[src/rtl/fetch_unit_pkg.sv]
// Shared types and constants for the instruction fetch stage.
// Imported by the fetch top and its instruction buffer.
package fetch_unit_pkg;

    localparam logic [31:0] NOP_INSTR = 32'h0000_0013;
    localparam logic [31:0] PC_STEP   = 32'd4;

    typedef enum logic [1:0] {
        S_IDLE  = 2'd0,
        S_WAIT  = 2'd1,
        S_FLUSH = 2'd2
    } fetch_state_e;

    typedef struct packed {
        logic [31:0] pc;
        logic [31:0] instr;
    } fetch_entry_t;

    function automatic logic [31:0] pc_inc(input logic [31:0] pc);
        return pc + PC_STEP;
    endfunction

endpackage

[src/rtl/fetch_unit_fifo.sv]
// Small instruction buffer between fetch and decode.
// Flush wins over push and pop; pointers wrap modulo DEPTH.
module fetch_fifo #(
    parameter int DEPTH = 2,
    parameter int WIDTH = 64,
    localparam int AW = (DEPTH > 1) ? $clog2(DEPTH) : 1
) (
    input  logic             clk,
    input  logic             rst_n,
    input  logic             push,
    input  logic             pop,
    input  logic             flush,
    input  logic [WIDTH-1:0] wdata,
    output logic [WIDTH-1:0] rdata,
    output logic             full,
    output logic             empty,
    output logic [AW:0]      count
);

    logic [WIDTH-1:0] mem [DEPTH];
    logic [AW-1:0]    wr_ptr;
    logic [AW-1:0]    rd_ptr;
    logic             do_push;
    logic             do_pop;

    function automatic logic [AW-1:0] ptr_next(input logic [AW-1:0] p);
        return (p == AW'(DEPTH - 1)) ? '0 : p + 1'b1;
    endfunction

    assign full    = (count == (AW+1)'(DEPTH));
    assign empty   = (count == '0);
    assign do_pop  = pop & ~empty;
    assign do_push = push & (~full | do_pop);
    assign rdata   = mem[rd_ptr];

    always_ff @(posedge clk) begin
        if (!rst_n) begin
            wr_ptr <= '0;
            rd_ptr <= '0;
            count  <= '0;
        end else if (flush) begin
            wr_ptr <= '0;
            rd_ptr <= '0;
            count  <= '0;
        end else begin
            if (do_push) begin
                wr_ptr <= ptr_next(wr_ptr);
            end
            if (do_pop) begin
                rd_ptr <= ptr_next(rd_ptr);
            end
            unique case ({do_push, do_pop})
                2'b10:   count <= count + 1'b1;
                2'b01:   count <= count - 1'b1;
                default: count <= count;
            endcase
        end
    end

    always_ff @(posedge clk) begin
        if (do_push && !flush) begin
            mem[wr_ptr] <= wdata;
        end
    end

endmodule

[src/rtl/fetch_unit.sv]
// Instruction fetch stage: owns the fetch PC, issues single-outstanding
// word requests and buffers returned instructions for decode.
module fetch_unit
    import fetch_unit_pkg::*;
#(
    parameter logic [31:0] RESET_PC   = 32'h0000_0000,
    parameter int          FIFO_DEPTH = 2
) (
    input  logic        i_clk,
    input  logic        i_rst_n,
    output logic        o_imem_req,
    output logic [31:0] o_imem_addr,
    input  logic        i_imem_gnt,
    input  logic        i_imem_rvalid,
    input  logic [31:0] i_imem_rdata,
    output logic        o_instr_valid,
    output logic [31:0] o_Instr,
    output logic [31:0] o_pc,
    input  logic        i_dec_ready,
    input  logic        i_redirect,
    input  logic [31:0] i_redirect_pc,
    output logic        o_misalign
);

    localparam int CW = $clog2(FIFO_DEPTH) + 1;

    fetch_state_e state_q;
    fetch_state_e state_d;
    logic [31:0]  pc_q;
    logic [31:0]  pc_d;
    logic [31:0]  inflight_q;
    logic [31:0]  inflight_d;
    logic [31:0]  last_pc_q;
    logic         misalign_q;

    logic          grant;
    logic          push;
    logic          pop;
    logic          fifo_full;
    logic          fifo_empty;
    logic [CW-1:0] fifo_count;
    fetch_entry_t  wr_entry;
    fetch_entry_t  head;

    // S_IDLE means nothing in flight, so a free slot is guaranteed at rvalid
    assign o_imem_req  = i_rst_n & (state_q == S_IDLE) & ~i_redirect & ~fifo_full;
    assign o_imem_addr = pc_q;
    assign grant       = o_imem_req & i_imem_gnt;

    assign push = (state_q == S_WAIT) & i_imem_rvalid & ~i_redirect;
    assign pop  = i_dec_ready & ~fifo_empty & ~i_redirect;

    assign wr_entry.pc    = inflight_q;
    assign wr_entry.instr = i_imem_rdata;

    fetch_fifo #(
        .DEPTH (FIFO_DEPTH),
        .WIDTH ($bits(fetch_entry_t))
    ) u_fifo (
        .clk   (i_clk),
        .rst_n (i_rst_n),
        .push  (push),
        .pop   (pop),
        .flush (i_redirect),
        .wdata (wr_entry),
        .rdata (head),
        .full  (fifo_full),
        .empty (fifo_empty),
        .count (fifo_count)
    );

    always_comb begin
        state_d    = state_q;
        pc_d       = pc_q;
        inflight_d = inflight_q;
        if (i_redirect) begin
            pc_d = {i_redirect_pc[31:2], 2'b00};
            unique case (state_q)
                S_WAIT, S_FLUSH: state_d = i_imem_rvalid ? S_IDLE : S_FLUSH;
                default:         state_d = S_IDLE;
            endcase
        end else begin
            unique case (state_q)
                S_IDLE: begin
                    if (grant) begin
                        state_d    = S_WAIT;
                        inflight_d = pc_q;
                        pc_d       = pc_inc(pc_q);
                    end
                end
                S_WAIT: begin
                    if (i_imem_rvalid) state_d = S_IDLE;
                end
                S_FLUSH: begin
                    if (i_imem_rvalid) state_d = S_IDLE;
                end
                default: state_d = S_IDLE;
            endcase
        end
    end

    always_ff @(posedge i_clk) begin
        if (!i_rst_n) begin
            state_q    <= S_IDLE;
            pc_q       <= RESET_PC;
            inflight_q <= '0;
            last_pc_q  <= '0;
            misalign_q <= 1'b0;
        end else begin
            state_q    <= state_d;
            pc_q       <= pc_d;
            inflight_q <= inflight_d;
            misalign_q <= i_redirect & (|i_redirect_pc[1:0]);
            if (!fifo_empty) begin
                last_pc_q <= head.pc;
            end
        end
    end

    assign o_instr_valid = ~fifo_empty;
    assign o_Instr       = fifo_empty ? NOP_INSTR : head.instr;
    assign o_pc          = fifo_empty ? last_pc_q : head.pc;
    assign o_misalign    = misalign_q;

    logic unused_count;
    assign unused_count = ^fifo_count;

endmodule

[config.mk]
export PLATFORM = sky130hd
export DESIGN_NAME = fetch_unit
export DESIGN_NICKNAME = d
export VERILOG_FILES = /design/src/rtl/fetch_unit_pkg.sv /design/src/rtl/fetch_unit_fifo.sv /design/src/rtl/fetch_unit.sv
export SDC_FILE = /design/constraint.sdc
export NUM_CORES = 1
export LEC_CHECK = 0
export ABC_AREA = 1
export CAP_MARGIN = 20
export CORE_AREA = 2 2 129 163
export DETAILED_ROUTE_END_ITERATION = 7
export DIE_AREA = 0 0 131 165
export PLACE_DENSITY = 0.75
export SYNTH_ARGS = -nofsm -noshare
export SYNTH_HDL_FRONTEND = slang
export SYNTH_SLANG_ARGS = --single-unit
[constraint.sdc]
create_clock -name i_clk -period 4.2 [get_ports i_clk]
set_clock_uncertainty 0.15 [all_clocks]
set_input_delay 0.63 -clock i_clk [delete_from_list [all_inputs] [get_ports i_clk]]
set_output_delay 0.63 -clock i_clk [all_outputs]
set_load 0.01 [all_outputs]
==> results.toml, run 1 <==
[global_routing]
grt_pass1_vias = 6973
track_usage_pct = 19.9
busiest_layer = "met2"
grt_use_met2_pct = 34.3
gr-usage-met1_pct = 26.3
gr-total-overflow = 0
grt_antenna_before_repair = 0
met3_usage_pct = 2.62
grt_max_degree = 63
grt_pass1_wl_mm = 34.4

[detailed_routing]
first_pass_iters = 7
drt-wirelength-per-cell_um = 15.1
wl_mm = 21.5
drtAntennaViolNets = 0
viasPerCell = 5.09
drc = 0
drtIter0Drc = 457
vias = 7273

[yosys]
syn_avg_cell_area_sq_um = 9.37
yosys_most_used_dff = "edfxtp_1"
yosys.area.top_type = "edfxtp_1"
netlist_top_cells_count = "nand2_1, a21oi_1, edfxtp_1, dfxtp_1, nor2_1"
synth_edf_count = 124
synth.distinct_cells = 33
synthArstFlopShare_pct = 0
synth_top_area_share_pct = 40.1
synth.most_common_cell = "nand2_1"
ys_warn_count = 0
yosys_register_bits = 224
synthCells = 992
syn_area_sq_um = 9290
ys_seq_area_share_pct = 61.6
synth.area.top_cells = "edfxtp_1, dfxtp_1, nand2_1"

[clock_network]
root_buffer = "clkbuf_16"
numCtsBuffers = 22
postCtsHoldBufs = 0
clk-insertion-delay-late_ns = 0.50
cts_tree = "yes"
path_clk_slew_ns = 0.06
cts_sinks = 224
cts_resized = 0
htreeDepth = 1
post_cts_buffers = 0
cts_buffer_depth = 3

[setup_path]
crit_path_end_kind = "primary output"
critical_path.max_fanout = 28
critPathKind = "reg2out"
worstSetupStartpointType = "flop"
critPathRequiredTime_ns = 3.42
arrival_ns = 2.79

[sta]
whs_ns = 0.304
slew_headroom_pct = 33.2
fmax_mhz = 280
finalSetupViolCount = 0
hold_violations = 0
setup_tns_ns = 0
rsz0062_at_grt = "no"
maxSlewViolCount = 0
min_period_over_period_pct = 85.0
tightest_slew_ns = 1.00
finalCriticalPeriod_ns = 3.57

[layout]
nets = 1216
num_antenna_cells = 0
nFillCells = 1682
regArea_sq_um = 5730
multi_input_area_sq_um = 3020
syn2layout_area_growth_pct = 28.2
drive_above_1_share_pct = 6.99

[power]
ir_drop_mv = 0.296
seq_power_share_pct = 51.2
p_sw_mw = 1.01
power_density_nw_per_um2 = 394
leakage_nw = 4.49
p_sw_share_pct = 21.5
power_frac_clock_pct = 42.1
p_comb_share_pct = 6.7
internal_power_mw = 3.69

[die]
start_util_pct = 46.6
fp.dieArea_sq_um = 21600
core_area_sq_um = 20000
ioPinCount = 169
num_rows = 58
die_height_um = 165
die_w_um = 131

[run]
max-cap-violations = 0

[min_path]
hold_path.class = "reg2reg"

[placement]
place_hpwl_mm = 13.9
io_buffers = 166
gp_congestion = 0.902

[status]
outcome = "finished clean"
## state kept, by name (all words and copies together) (netlist names), named ones only
name           flops
last_pc_q         32
u_fifo.mem       124
o_imem_addr       30
inflight_q        30
state_q            2
o_misalign         1
u_fifo.wr_ptr      1
u_fifo.count       2
u_fifo.rd_ptr      1
## cell type report
cell class / count / area share (%)
sequential: 224 / 48.1
multi-input combinational: 632 / 25.3
timing repair buffer: 176 / 14.7
clock buffer: 29 / 5.55
tap: 270 / 2.84
inverter: 87 / 2.75
clock inverter: 11 / 0.714
## logic make-up (layout without fill, tap and decap cells)
logic type	after synthesis	in the layout	share of synthesized area, %
XOR/XNOR	3	3	0.283
flip-flops	224	224	61.6
adder cells (fa/ha/maj)	3	3	0.404
buffers and inverters	137	303	6.19
AND/OR/NAND/NOR	439	439	20.5
other	1	2	0.0404
AO/OA/AOI/OAI	185	185	10.9
## final timing paths
| path | from | end | slack [ns] | cells past startpoint |
|---|---|---|---|---|
| worst max-delay path | u_fifo.count[0] | o_pc[20] | 0.63 | 5 |
| worst min-delay path | inflight_q[22] | u_fifo.mem[0][54] | 0.30 | 0 |
| worst max register to register | state_q[0] | state_q[1] | 1.44 | 10 |
| worst min register to register | inflight_q[22] | u_fifo.mem[0][54] | 0.30 | 0 |
## layer usage
layer	wire length [um]	vias up	share of wire, %
li1	-	3590	-
met1	9360	3412	43
met2	10600	235	49
met3	1170	36	5.5
met4	416	0	1.9
met5	0	-	0
## per-stage QoR
step / power (mW) / setup WS [ns] / cell area, sq um / utilization [%] / std cells
global route: 4.87 / 0.425 / 11900 / 59.7 / 1429
global placement: 2.76 / 0.884 / 11200 / 55.9 / 1389
detailed placement: 2.77 / 0.825 / 11200 / 55.9 / 1389
finish: 4.69 / 0.631 / 11900 / 59.7 / 1429
floorplan: 2.59 / 0.834 / 9300 / - / 993
CTS: 4.73 / 0.602 / 11900 / 59.7 / 1429
## worst max-delay path, stage by stage (launching register included)
cell             delay [ns]
dfxtp_1                0.34
nor2_4                 0.55
buf_4                  0.45
a21oi_1                0.07
a21oi_1                0.27
clkdlybuf4s50_1        0.60
## layout by cell type (no fill, tap or decap), types with 5 or more instances in the layout
| master | n |
|---|---|
| nand2_1 | 235 |
| and2_1 | 30 |
| nand4_1 | 10 |
| a211oi_2 | 10 |
| nand3_1 | 45 |
| nor2_4 | 7 |
| clkdlybuf4s50_1 | 165 |
| inv_1 | 83 |
| o21ai_1 | 5 |
| nand3b_1 | 6 |
| nor2_1 | 86 |
| buf_4 | 8 |
| clkinv_2 | 5 |
| dfxtp_1 | 99 |
| clkbuf_16 | 25 |
| a31oi_1 | 7 |
| edfxtp_1 | 124 |
| nor2_2 | 8 |
| o21ai_0 | 33 |
| nor3_1 | 7 |
| a21oi_1 | 127 |
## power by group through the flow
stage                     clock [mW]  sequential, mW  combinational (mW)
after detailed placement           0            2.45               0.315
after floorplan                    0            2.45               0.149
after CTS                       2.01            2.40               0.317
after global routing            2.11            2.41               0.349
final                           1.97            2.40               0.316
after global placement             0            2.45               0.310
Note: power is estimated with default switching activity, not from simulation.
==> run 2, diff against run 1 <==
--- a/config.mk
+++ b/config.mk
@@ -7,10 +7,10 @@
 export LEC_CHECK = 0
 export ABC_AREA = 1
 export CAP_MARGIN = 20
-export CORE_AREA = 2 2 129 163
+export CORE_AREA = 2 2 123 155
 export DETAILED_ROUTE_END_ITERATION = 7
-export DIE_AREA = 0 0 131 165
-export PLACE_DENSITY = 0.75
+export DIE_AREA = 0 0 125 157
+export PLACE_DENSITY = 0.78
 export SYNTH_ARGS = -nofsm -noshare
 export SYNTH_HDL_FRONTEND = slang
 export SYNTH_SLANG_ARGS = --single-unit
==> constraint.sdc (replaced) <==
create_clock -name i_clk -period 3.6 [get_ports i_clk]
set_clock_uncertainty 0.15 [all_clocks]
set_input_delay 0.54 -clock i_clk [delete_from_list [all_inputs] [get_ports i_clk]]
set_output_delay 0.54 -clock i_clk [all_outputs]
set_load 0.01 [all_outputs]
==> results.toml, run 2 (synthesis gave the netlist of run 1 again) <==
[status]
outcome = "finished clean"

[detailed_routing]
wl_mm = 21.4
viasPerCell = 5.22
drt-wirelength-per-cell_um = 15.5
vias = 7228
drc = 0
first_pass_iters = 5
drtIter0Drc = 469
drtAntennaViolNets = 0

[power]
power_density_nw_per_um2 = 457
p_comb_share_pct = 6.8
power_frac_clock_pct = 41.3
seq_power_share_pct = 51.9
p_sw_mw = 1.16
ir_drop_mv = 0.291
p_sw_share_pct = 21.4
leakage_nw = 4.47
internal_power_mw = 4.25

[clock_network]
cts_sinks = 224
cts_buffer_depth = 3
cts_tree = "yes"
root_buffer = "clkbuf_16"
path_clk_slew_ns = 0.06
cts_resized = 0
postCtsHoldBufs = 0
numCtsBuffers = 21
htreeDepth = 1
post_cts_buffers = 0
clk-insertion-delay-late_ns = 0.50

[min_path]
whs_path_depth = 3
hp-start = "i_rst_n"
hold_path.class = "in2reg"
min_to = "o_imem_addr[31]"

[layout]
num_antenna_cells = 0
regMostFlops = "u_fifo.mem"
final_common_cell = "nand2_1"
final_util_pct = 65.6
top_regs = "u_fifo.mem x124, last_pc_q x32"
final_cell_mix = "nand2_1, clkdlybuf4s50_1, a21oi_1"
largest_reg_flops = 124
drive_above_1_share_pct = 6.75
syn2layout_area_growth_pct = 27.2
nets = 1214

[global_routing]
grt_max_degree = 64
grt_pass1_wl_mm = 34.5
grt_pass1_vias = 6977
gr-total-overflow = 0
grt_antenna_before_repair = 0
track_usage_pct = 21.6

[setup_path]
arrival_ns = 2.55
worstSetupStartpointType = "flop"
reg2reg_slack_ns = 1.41
crit_path_end_kind = "primary output"
reg2reg_from = "u_fifo.count[1]"
worst_r2r_endpoint = "u_fifo.count[1]"
reg2reg_depth = 9
critPathKind = "reg2out"
critical_path.max_fanout = 59
critPathRequiredTime_ns = 2.91

[sta]
setup_tns_ns = 0
min_period_over_period_pct = 89.9
maxSlewViolCount = 0
finalCriticalPeriod_ns = 3.24
rsz0062_at_grt = "no"
whs_ns = 0.265
finalSetupViolCount = 0
hold_violations = 0
slew_headroom_pct = 52.4
fmax_mhz = 309
tightest_slew_ns = 0.713

[placement]
gp_congestion = 0.871
place_hpwl_mm = 13.6
io_buffers = 166

[die]
core_area_sq_um = 18000
die_height_um = 157
die_w_um = 125
ioPinCount = 169
fp.dieArea_sq_um = 19600
num_rows = 55
start_util_pct = 51.5

[run]
max-cap-violations = 0
run 2: critical path, stage by stage, from the launching register on:
cell and delay [ns]:
dfxtp_1 0.35, nor2_4 0.12, buf_4 0.55, a21oi_1 0.10, a21oi_1 0.29, clkdlybuf4s50_1 0.60
run 2: layer usage:
layer,global-route usage [%],wire length [um]
met1,27.6,8940
met3,2.45,1210
met5,0,0
met4,7.04,465
met2,38.6,10800
run 2: final cells by class:
type                       instances  area, sq um
sequential                       224         5730
clock inverter                    10          110
multi-input combinational        632         3020
clock buffer                      28          593
inverter                          87          328
fill                            1460         6210
timing repair buffer             175         1760
tap                              228          285
run 2: worst max-delay path by stage:
stage	slack, ns	cells past startpoint	startpoint	to
6_report	0.36	5	u_fifo.count[0]	o_pc[9]
5_1_grt	0.25	5	u_fifo.count[0]	o_pc[31]
4_1_cts	0.37	5	u_fifo.count[0]	o_pc[9]
3_5_place_dp	0.92	5	u_fifo.count[0]	o_pc[9]
3_3_place_gp	0.95	5	i_redirect	o_imem_req
2_1_floorplan	0.32	6	i_redirect	u_fifo.mem[1][0]
run 2: stage by stage:
step	power (mW)	setup slack, ns	cells	area (sq um)
after floorplan	3.03	0.324	993	9300
after global placement	3.22	0.951	1346	11100
after detailed placement	3.22	0.921	1346	11100
after CTS	5.45	0.366	1384	11800
after global routing	5.60	0.252	1384	11800
final	5.40	0.362	1384	11800
run 2: power by group through the flow:
stage | Sequential, mW | Clock, mW | Combinational [mW]
after CTS | 2.80 | 2.28 | 0.370
after global placement | 2.86 | 0 | 0.361
after global routing | 2.81 | 2.39 | 0.408
after detailed placement | 2.86 | 0 | 0.367
final | 2.80 | 2.23 | 0.368
after floorplan | 2.85 | 0 | 0.174
